===== config.mk =====
export PLATFORM = sky130hd
export DESIGN_NAME = ram_fifo_ctrl
export DESIGN_NICKNAME = d
export VERILOG_FILES = /design/src/rtl/ram_fifo_ctrl.sv
export SDC_FILE = /design/constraint.sdc
export NUM_CORES = 1
export LEC_CHECK = 0
export CORE_ASPECT_RATIO = 0.9
export CORE_MARGIN = 5
export CORE_UTILIZATION = 43
export DETAILED_ROUTE_END_ITERATION = 7
export PLACE_DENSITY_LB_ADDON = 0.15
export SLEW_MARGIN = 15
export SYNTH_ARGS = -nofsm -noshare
export SYNTH_HDL_FRONTEND = slang
export SYNTH_SLANG_ARGS = --single-unit

===== constraint.sdc =====
create_clock -name clk -period 3.95 [get_ports clk]
set_clock_uncertainty 0.1 [all_clocks]
set_input_delay 0.79 -clock clk [delete_from_list [all_inputs] [get_ports clk]]
set_output_delay 0.79 -clock clk [all_outputs]
set_load 0.01 [all_outputs]

===== src/rtl/ram_fifo_ctrl.sv =====
// FIFO controller that wraps the single-port RAM_16x4: one RAM access per cycle, push/pop arbitration, post-reset clear.
// Optional sticky overflow/underflow flags are built when FIFO_ERR_EN is defined.
//
// state  | meaning
// S_INIT | ram_reset held high, traffic blocked for INIT_CYCLES edges
// S_RUN  | normal push/pop arbitration
`timescale 1ns/1ps
module ram_fifo_ctrl #(
   parameter int WIDTH       = 4,
   parameter int ADDR_W      = 4,
   parameter int INIT_CYCLES = 2
) (
   input  logic              clk,
   input  logic              reset,
   input  logic              push,
   input  logic [WIDTH-1:0]  push_data,
   output logic              push_ready,
   input  logic              pop,
   output logic              pop_ready,
   output logic [WIDTH-1:0]  pop_data,
   output logic              pop_valid,
   output logic [ADDR_W:0]   count,
   output logic              full,
   output logic              empty,
   output logic              ram_reset,
   output logic              ram_set,
   output logic              ram_write_enable,
   output logic              ram_read_enable,
   output logic [ADDR_W-1:0] ram_addr,
   output logic [WIDTH-1:0]  ram_data_in,
   input  logic [WIDTH-1:0]  ram_data_out
`ifdef FIFO_ERR_EN
   ,
   output logic              err_overflow,
   output logic              err_underflow
`endif
);

   localparam int DEPTH  = 2 ** ADDR_W;
   localparam int INIT_W = $clog2(INIT_CYCLES + 1);
   localparam logic PRI_PUSH = 1'b0;
   localparam logic PRI_POP  = 1'b1;

   typedef enum logic {S_INIT, S_RUN} state_t;

   state_t              state, state_nxt;
   logic [INIT_W-1:0]   init_cnt;
   logic [ADDR_W-1:0]   wr_ptr, rd_ptr;
   logic                pri;
   logic                run, can_push, can_pop, push_req, pop_req;
   logic                grant_push, grant_pop;

   always_ff @(posedge clk or negedge reset) begin
      if (!reset) state <= S_INIT;
      else        state <= state_nxt;
   end

   always_comb begin
      state_nxt = state;
      case (state)
         S_INIT:  if (init_cnt == INIT_W'(INIT_CYCLES - 1)) state_nxt = S_RUN;
         S_RUN:   state_nxt = S_RUN;
         default: state_nxt = S_INIT;
      endcase
   end

   always_comb begin
      run        = (state == S_RUN);
      can_push   = !full;
      can_pop    = !empty;
      push_req   = push && can_push;
      pop_req    = pop && can_pop;
      push_ready = run && can_push && !(pop_req && pri == PRI_POP);
      pop_ready  = run && can_pop && !(push_req && pri == PRI_PUSH);
      grant_push = push && push_ready;
      grant_pop  = pop && pop_ready;
      ram_reset        = !run;
      ram_set          = 1'b0;
      ram_write_enable = grant_push;
      ram_read_enable  = grant_pop;
      ram_addr         = '0;
      ram_data_in      = '0;
      if (grant_push) begin
         ram_addr    = wr_ptr;
         ram_data_in = push_data;
      end else if (grant_pop) begin
         ram_addr = rd_ptr;
      end
   end

   assign full     = (count == (ADDR_W+1)'(DEPTH));
   assign empty    = (count == '0);
   assign pop_data = ram_data_out;

   always_ff @(posedge clk or negedge reset) begin
      if (!reset) begin
         init_cnt  <= '0;
         wr_ptr    <= '0;
         rd_ptr    <= '0;
         count     <= '0;
         pri       <= PRI_PUSH;
         pop_valid <= 1'b0;
      end else begin
         if (state == S_INIT) init_cnt <= init_cnt + INIT_W'(1);
         if (grant_push) begin
            wr_ptr <= wr_ptr + ADDR_W'(1);
            count  <= count + (ADDR_W+1)'(1);
         end else if (grant_pop) begin
            rd_ptr <= rd_ptr + ADDR_W'(1);
            count  <= count - (ADDR_W+1)'(1);
         end
         // pri only flips when both sides were actually eligible
         if (run && push_req && pop_req) pri <= ~pri;
         pop_valid <= grant_pop;
      end
   end

`ifdef FIFO_ERR_EN
   always_ff @(posedge clk or negedge reset) begin
      if (!reset) begin
         err_overflow  <= 1'b0;
         err_underflow <= 1'b0;
      end else begin
         if (run && push && full) err_overflow  <= 1'b1;
         if (run && pop && empty) err_underflow <= 1'b1;
      end
   end
`endif

endmodule


---- After elaboration in Yosys (flattened, before gate mapping) ----
Index checks and enable logic that the tools add are counted.
cells by class
  $add $sub $neg .......................... 5
  eq/ne operators ......................... 2
  multiplexer cells ....................... 7
  bitwise logic cells ..................... 3
  reductions and logical operators ........ 20
operator list
  cell                   number
  $logic_and A1 B1 Y1    12
  $mux W4                3
  $mux W5                2
  $add A4 B1 Y4 const B  2
  $add A5 B1 Y5 const B  1
  $eq A5 B5 Y1 const B   1
  $logic_not A1 Y1       5
  $logic_not A5 Y1       1
  $sub A5 B1 Y5 const B  1
  $not A1 Y1             3
  $add A2 B1 Y2 const B  1
  $eq A2 B1 Y1 const B   1
  $pmux W1 S2            1
  $reduce_and A2 Y1      1
  $reduce_bool A2 Y1     1
  $mux W1                1
word-level totals
  register bits ........................... 18
  input port bits ......................... 12
  output and inout bits ................... 26
  logic and storage cells ................. 44

---- Longest topological paths before layout ----
Gate-level depths: netlist of the first run.
  depth in word-level cells ............... 9
  depth in mapped cells ................... 12
  depth with buffers taken out ............ 9

---- Worst setup path after synthesis of the first run ----
No wires, ideal clock.
  path type ............................... register to register
  start point ............................. register count[0]
  end point ............................... register count[4]
  setup time .............................. 81 ps
  arrival ................................. 2888 ps
  data required time ...................... 3769 ps
  slack ................................... 881 ps
  cell stages (with the launch flop) ...... 13
  path buffers ............................ 3
  period minus slack after synthesis ...... 3069 ps
  cells stage by stage .................... dfrtp_1 or4_4 buf_6 mux2_4 and3_4 buf_6 buf_6 inv_1 fa_1 a21o_1 a21oi_1 mux2i_1 xnor2_1
between the ends
  longest elaborated chain between the ends .. 8
  elaborated cells on any way between the ends .. 21
  those cells by class .................... add/sub (2); eq/ne (1); mux (2); reduce/logical (16)
RTL lines
  item                                                  line  source
  from (decl)                                           22    output logic [ADDR_W:0] count,
  from (signal assigned)                                107   count <= count + (ADDR_W+1)'(1);
  from (signal assigned)                                110   count <= count - (ADDR_W+1)'(1);
  $logic_not A5 Y1                                      92    assign empty = (count == '0);
  $logic_not A1 Y1                                      70    can_pop = !empty;
  $logic_and A1 B1 Y1                                   72    pop_req = pop && can_pop;
  $logic_and A1 B1 Y1                                   73    push_ready = run && can_push && !(pop_req && pri == PRI_POP);
  $logic_not A1 Y1                                      73
  $logic_and A1 B1 Y1 (*)                               73
  $logic_and A1 B1 Y1 (*)                               75    grant_push = push && push_ready;
  via ram_write_enable                                  27    output logic ram_write_enable,
  $mux W5 / $reduce_bool A2 Y1 (equally long branches)  -
The timed path passes the listed nets; every way through them passes the cells marked *. The select of a mux whose other input is x is not followed.
A chain may end at the register's enable or synchronous reset.

---- Worst setup path after layout of the first run ----
  start point ............................. register count[0]
  end point ............................... output ram_addr[2]
between the ends
  longest elaborated chain between the ends .. 9
  elaborated cells on any way between the ends .. 18
  those cells by class .................... eq/ne (1); mux (2); reduce/logical (15)
RTL lines
  item                 line  source
  $eq A5 B5 Y1         91    assign full = (count == (ADDR_W+1)'(DEPTH));
  $logic_not A1 Y1     69    can_push = !full;
  $logic_and A1 B1 Y1  71    push_req = push && can_push;
  $logic_and A1 B1 Y1  74    pop_ready = run && can_pop && !(push_req && pri == PRI_PUSH);
  $logic_not A1 Y1     74
  $logic_and A1 B1 Y1  74
  $logic_and A1 B1 Y1  76    grant_pop = pop && pop_ready;
  $mux W4              86    end else if (grant_pop) begin
  $mux W4 (*)          83    if (grant_push) begin
  to (decl)            29    output logic [ADDR_W-1:0] ram_addr,
Every way passes the cells marked *; elsewhere a longest branch is shown, timed or not.

==> run metrics, run 1 <==
IO Port Bufs 28; unrepaired setup endpoints after global routing no; Logic pwr share 52.3%; Seq pwr share 36.2%; ANT cells 0; status complete, no violations; Core ar. 2380 um2; post-route ant nets 0; Pwr Total 986 uW; GRT Resource Usage Total 12.3%; antenna violations before repair 0; worst r2r src count[0]; Warnings, synthesis 0; critical path capture point type output pin; post-CTS setup buffers 0; top cells by area, synth dfrtp_1 (43%), xnor2_1 (7.6%), ha_1 (7.2%); DR top layer met3; Post-Route WL 1940 um; Syn Area/Cell 11.2 um2; cells along the critical path or4_4 > mux2_4 > and3_4 > a22o_1 > clkdlybuf4s50_1; Max Buffers Root-to-Sink 2; number of DRC markers in iteration 0 8; share of the synthesized area in the top cell type 43.3%; Hold WC Path Type reg2reg; DR WL/cell 13.4 um; CP Launch Type flip-flop; CP bufs+invs 1; # IOs 38; cts hold-fix bufs 0; Tcrit/Tclk final 90.2%; Die ar. 3510 um2; largest net degree at the start of global routing 19; HP Start init_cnt[0]; Leakage Power 0.000598 uW; sequential share of the synthesized area 43.3%; M1 WL 857 um; Final Hold Vio Count 0; CP peak stage delay 620 ps; DR DRC count 0; Int Pwr 635 uW; CTS H-tree lvls 1; crit-path max FO 15; Max IR drop VDD 0.000375 V; TritonCTS clock tree built; pwr/cell area 744 nW/um2; Synth async-reset ratio 100%; Layout area overhead 27.3%; Synth Cell Area 1040 um2; Starting Density 43.7%; switching share of power 35.6%; fmax 281 MHz; most common flop cell mapped by yosys dfrtp_1; Synth area leader dfrtp_1; placed insts 141; Required @ worst endpoint 3060 ps; min Tclk post-route 3560 ps; worst hold path cell count 1; worst reg-to-reg setup slack 870 ps; Critical Path AT 2670 ps; delay-heaviest family, CP simple AND/OR/NAND/NOR gates; Yosys reg bits 18; met3 wire len 161 um; clock-pin slew on the worst setup and hold paths 110 ps; final setup fails 0; Core Rows 17; vias per inst 4.95; Worst Tran Pin Value 824 ps; final worst slack 386 ps; DRT Pass-1 Iters 4; clock network power share 11.5%; cts repair resizes 0; via count 718; first-pass GRT wire length 3280 um; Worst-Skew Late Latency 290 ps; Mapped Cells 93; RR Endpoint count[4]; Post-Syn Nets 112; Placer Congestion 0.730; Post-synth EDFFs 0; remaining global-route overflow 0; post-detail-place hpwl 1510 um; Clock Tree Root clkbuf_4; fin cells 145; die width 61.9 um; Worst Hold Endpoint init_cnt[0]; nets 137; Worst slew margin 44.9%; wire length on met2 925 um; total of max-cap violations 0; switching power 351 uW; Setup CP Type reg2out; Register-to-Register Path Depth 9; Die Ht 56.7 um; synth unique cells 27; final setup TNS 0 ps; vias in the first global route 701; Max Transition Viols Final 0; Clock Sink Count 18; layout cell share with drive strength beyond 1 12.0%; Post-Place Setup Slack 485 ps; CP max stage cell or4_4; Inserted Clock Buffers 3
==> layer usage <==
metal | global-route usage (%) | vias to the layer above
li1 | - | 355
met1 | 16.1 | 346
met2 | 19.7 | 17
met3 | 4.83 | 0
met4 | 0.909 | 0
met5 | 0 | -
==> stage by stage <==
stage | area, um2 | hold WS [ps] | utilization, %
4_1_cts | 1330 | 385 | 55.6
5_1_grt | 1330 | 410 | 55.6
2_1_floorplan | 1040 | 344 | -
6_report | 1330 | 379 | 55.6
3_3_place_gp | 1290 | 361 | 54.1
3_5_place_dp | 1290 | 366 | 54.1
==> power groups by stage <==
stage	logic (uW)	clock network, uW	registers (uW)
final	516	113	357
after global routing	569	129	371
after CTS	524	122	355
after detailed placement	524	0	359
after global placement	512	0	355
after floorplan	332	0	352
==> registers in the layout, indices dropped and copies added, names as in the netlist <==
signal     cells
rd_ptr         4
count          5
wr_ptr         4
run            1
pri            1
pop_valid      1
init_cnt       2
==> worst reg2reg max path: stages (launching register included) <==
cell and delay [ps]:
dfrtp_1 470, or4_4 620, mux2_4 230, and3_4 280, inv_1 130, fa_1 420, a21o_1 190, a21oi_1 180
mux2i_1 250, xnor2_1 140
==> worst max-delay path by stage <==
stage | start | endpoint | depth (start not counted)
CTS | count[0] | ram_addr[2] | 5
global route | count[0] | ram_addr[2] | 5
global placement | pop | ram_addr[2] | 6
floorplan | count[0] | count[4] | 12
finish | count[0] | ram_addr[2] | 5
detailed placement | pop | ram_addr[1] | 6
==> kinds of logic (layout without fill, tap and decap cells) <==
family | after synthesis | count (layout) | share of synthesized area (%)
simple gates | 21 | 21 | 12.0
mux | 7 | 7 | 7.69
other cells | 1 | 1 | 0.360
xor+xnor | 12 | 12 | 10.1
fa+ha+maj | 7 | 7 | 9.13
flops | 18 | 18 | 43.3
buf+inv | 14 | 38 | 9.01
compound gates | 13 | 13 | 8.41
==> cell type report <==
type                       count  area [um2]
clock buffer                   4        36.3
fill                         222        1060
timing repair buffer          29         288
tap                           28        35.0
sequential                    18         450
multi-input combinational     61         497
inverter                       5        18.8
==> Yosys cell counts (2+ instances only) <==
library cell  count
a21o_1            2
ha_1              6
inv_1             5
nand2_1           4
xnor2_1           9
a21oi_1           4
buf_4             5
mux2i_1           2
dfrtp_1          18
xor2_1            3
a22o_1            4
buf_6             3
nor2_1            4
o21ai_0           2
and2_1            5
nand4_1           3
mux2_2            4
==> layout by cell type, fill, tap and decap left out, types with 2 or more instances in the layout <==
| master | instances |
|---|---|
| dfrtp_1 | 18 |
| clkbuf_4 | 3 |
| mux2i_1 | 2 |
| inv_1 | 5 |
| a21oi_1 | 4 |
| nand4_1 | 3 |
| ha_1 | 6 |
| xnor2_1 | 9 |
| a21o_1 | 2 |
| xor2_1 | 3 |
| o21ai_0 | 2 |
| clkdlybuf4s50_1 | 28 |
| a22o_1 | 4 |
| and2_1 | 5 |
| nor2_1 | 4 |
| nand2_1 | 4 |
| mux2_2 | 4 |
No activity file was read; power rests on OpenSTA's default activity.
==> run 2, diff against run 1 <==
- CELL_PAD_IN_SITES_DETAIL_PLACEMENT: unset -> 2
- CELL_PAD_IN_SITES_GLOBAL_PLACEMENT: unset -> 2
- CORE_UTILIZATION: 43 -> 27
- CTS_CLUSTER_DIAMETER: unset -> 200
==> run metrics, run 2 (same netlist as run 1, synthesis figures left out) <==
Hold WC Path Type reg2reg; Inserted Clock Buffers 3; minimum hold slack 379 ps; Clock Tree Root clkbuf_8; final setup fails 0; Worst slew margin 42.7%; Placer Congestion 0.756; post-CTS setup buffers 0; Die ar. 5200 um2; vias per inst 4.62; crit-path max FO 15; Critical Path AT 2630 ps; CP peak stage delay 620 ps; fmax 284 MHz; Clock Sink Count 18; antenna violations before repair 0; CP max stage cell or4_4; ANT cells 0; number of DRC markers in iteration 0 26; Post-Route WL 2420 um; remaining global-route overflow 0; Setup CP Type reg2out; Max IR drop VDD 0.000195 V; largest net degree at the start of global routing 19; commonest non-fill, non-tap cells in the layout clkdlybuf4s50_1 (28), dfrtp_1 (18), xnor2_1 (9), ha_1 (6); clock-pin slew on the worst setup and hold paths 70 ps; via count 753; Tcrit/Tclk final 89.1%; GRT Resource Usage Total 10.4%; Final Hold Vio Count 0; # IOs 38; unrepaired setup endpoints after global routing no; cells along the critical path or4_4 > mux2_4 > and3_4 > a22o_1 > clkdlybuf4s50_1; Worst Tran Pin Value 857 ps; status complete, no violations; total of max-cap violations 0; CP bufs+invs 1; layout cell share with drive strength beyond 1 12.0%; DRT Pass-1 Iters 2; nets 137; min Tclk post-route 3520 ps; CP Launch Type flip-flop; Starting Density 27.9%; Core ar. 3730 um2; most common cell after layout, fill and taps aside clkdlybuf4s50_1; cts hold-fix bufs 0; die width 75.5 um; delay-heaviest family, CP simple AND/OR/NAND/NOR gates; Core Rows 21; Leakage Power 0.000605 uW; Largest register FFs 5; cts repair resizes 0; final setup TNS 0 ps; pwr/cell area 766 nW/um2; CTS H-tree lvls 1; CP Launch Point count[0]; worst r2r src count[0]; HP Start init_cnt[0]; DR DRC count 0; Layout area overhead 31.3%; Largest Register count; Worst-Skew Late Latency 250 ps; Post-Route Utilization 36.6%; Max Buffers Root-to-Sink 2; post-detail-place hpwl 1840 um; first-pass GRT wire length 4040 um; Required @ worst endpoint 3060 ps; Die Ht 68.9 um; Max Transition Viols Final 0; post-route ant nets 0; vias in the first global route 816; DR WL/cell 14.9 um; TritonCTS clock tree built; IO Port Bufs 28; Top Registers count x5, rd_ptr x4, wr_ptr x4; critical path capture point type output pin
[run 2: path summary, 6_finish.rpt]
path,end,slack [ps],cells after the start
setup / recovery,ram_addr[3],430,5
hold / removal,init_cnt[0],380,1
setup reg to reg,count[4],850,9
hold reg to reg,init_cnt[0],380,1
max in group asynchronous,wr_ptr[3],2300,1
min in group asynchronous,count[0],920,1
[run 2: where the power goes]
group	switching, uW	internal [uW]	total (uW)	leakage (uW)
Combinational	217	316	533	0.000369
Clock	63.9	88.5	152	0.0000288
Sequential	95.2	266	361	0.000208
Total	376	671	1050	0.000605
[run 2: cell type report]
class	instances	area, um2
clock buffers	4	55.1
flip-flops and latches	18	450
fillers	394	2360
well taps	46	57.6
repair buffers	29	288
inverters	5	18.8
multi-input cells	61	497
[run 2: routing by layer]
metal,routed length (um),GRT usage (%),vias up
li1,-,-,355
met1,1190,13.9,370
met5,0,0,-
met3,161,2.61,4
met4,19,4.80,0
met2,1050,15.7,24
[run 2: worst reg2reg max path, stage by stage, from the launching register on]
cell     delay, ps
dfrtp_1        460
or4_4          620
mux2_4         230
and3_4         290
inv_1          130
fa_1           420
a21o_1         200
a21oi_1        200
mux2i_1        240
xnor2_1        130
[run 2: stage by stage]
stage	cell area, um2	total power (uW)	cells	worst slack [ps]
4_1_cts	1370	1070	163	409
2_1_floorplan	1040	684	93	881
3_5_place_dp	1310	911	159	476
3_3_place_gp	1310	881	159	485
5_1_grt	1370	1130	163	339
6_report	1370	1050	163	429
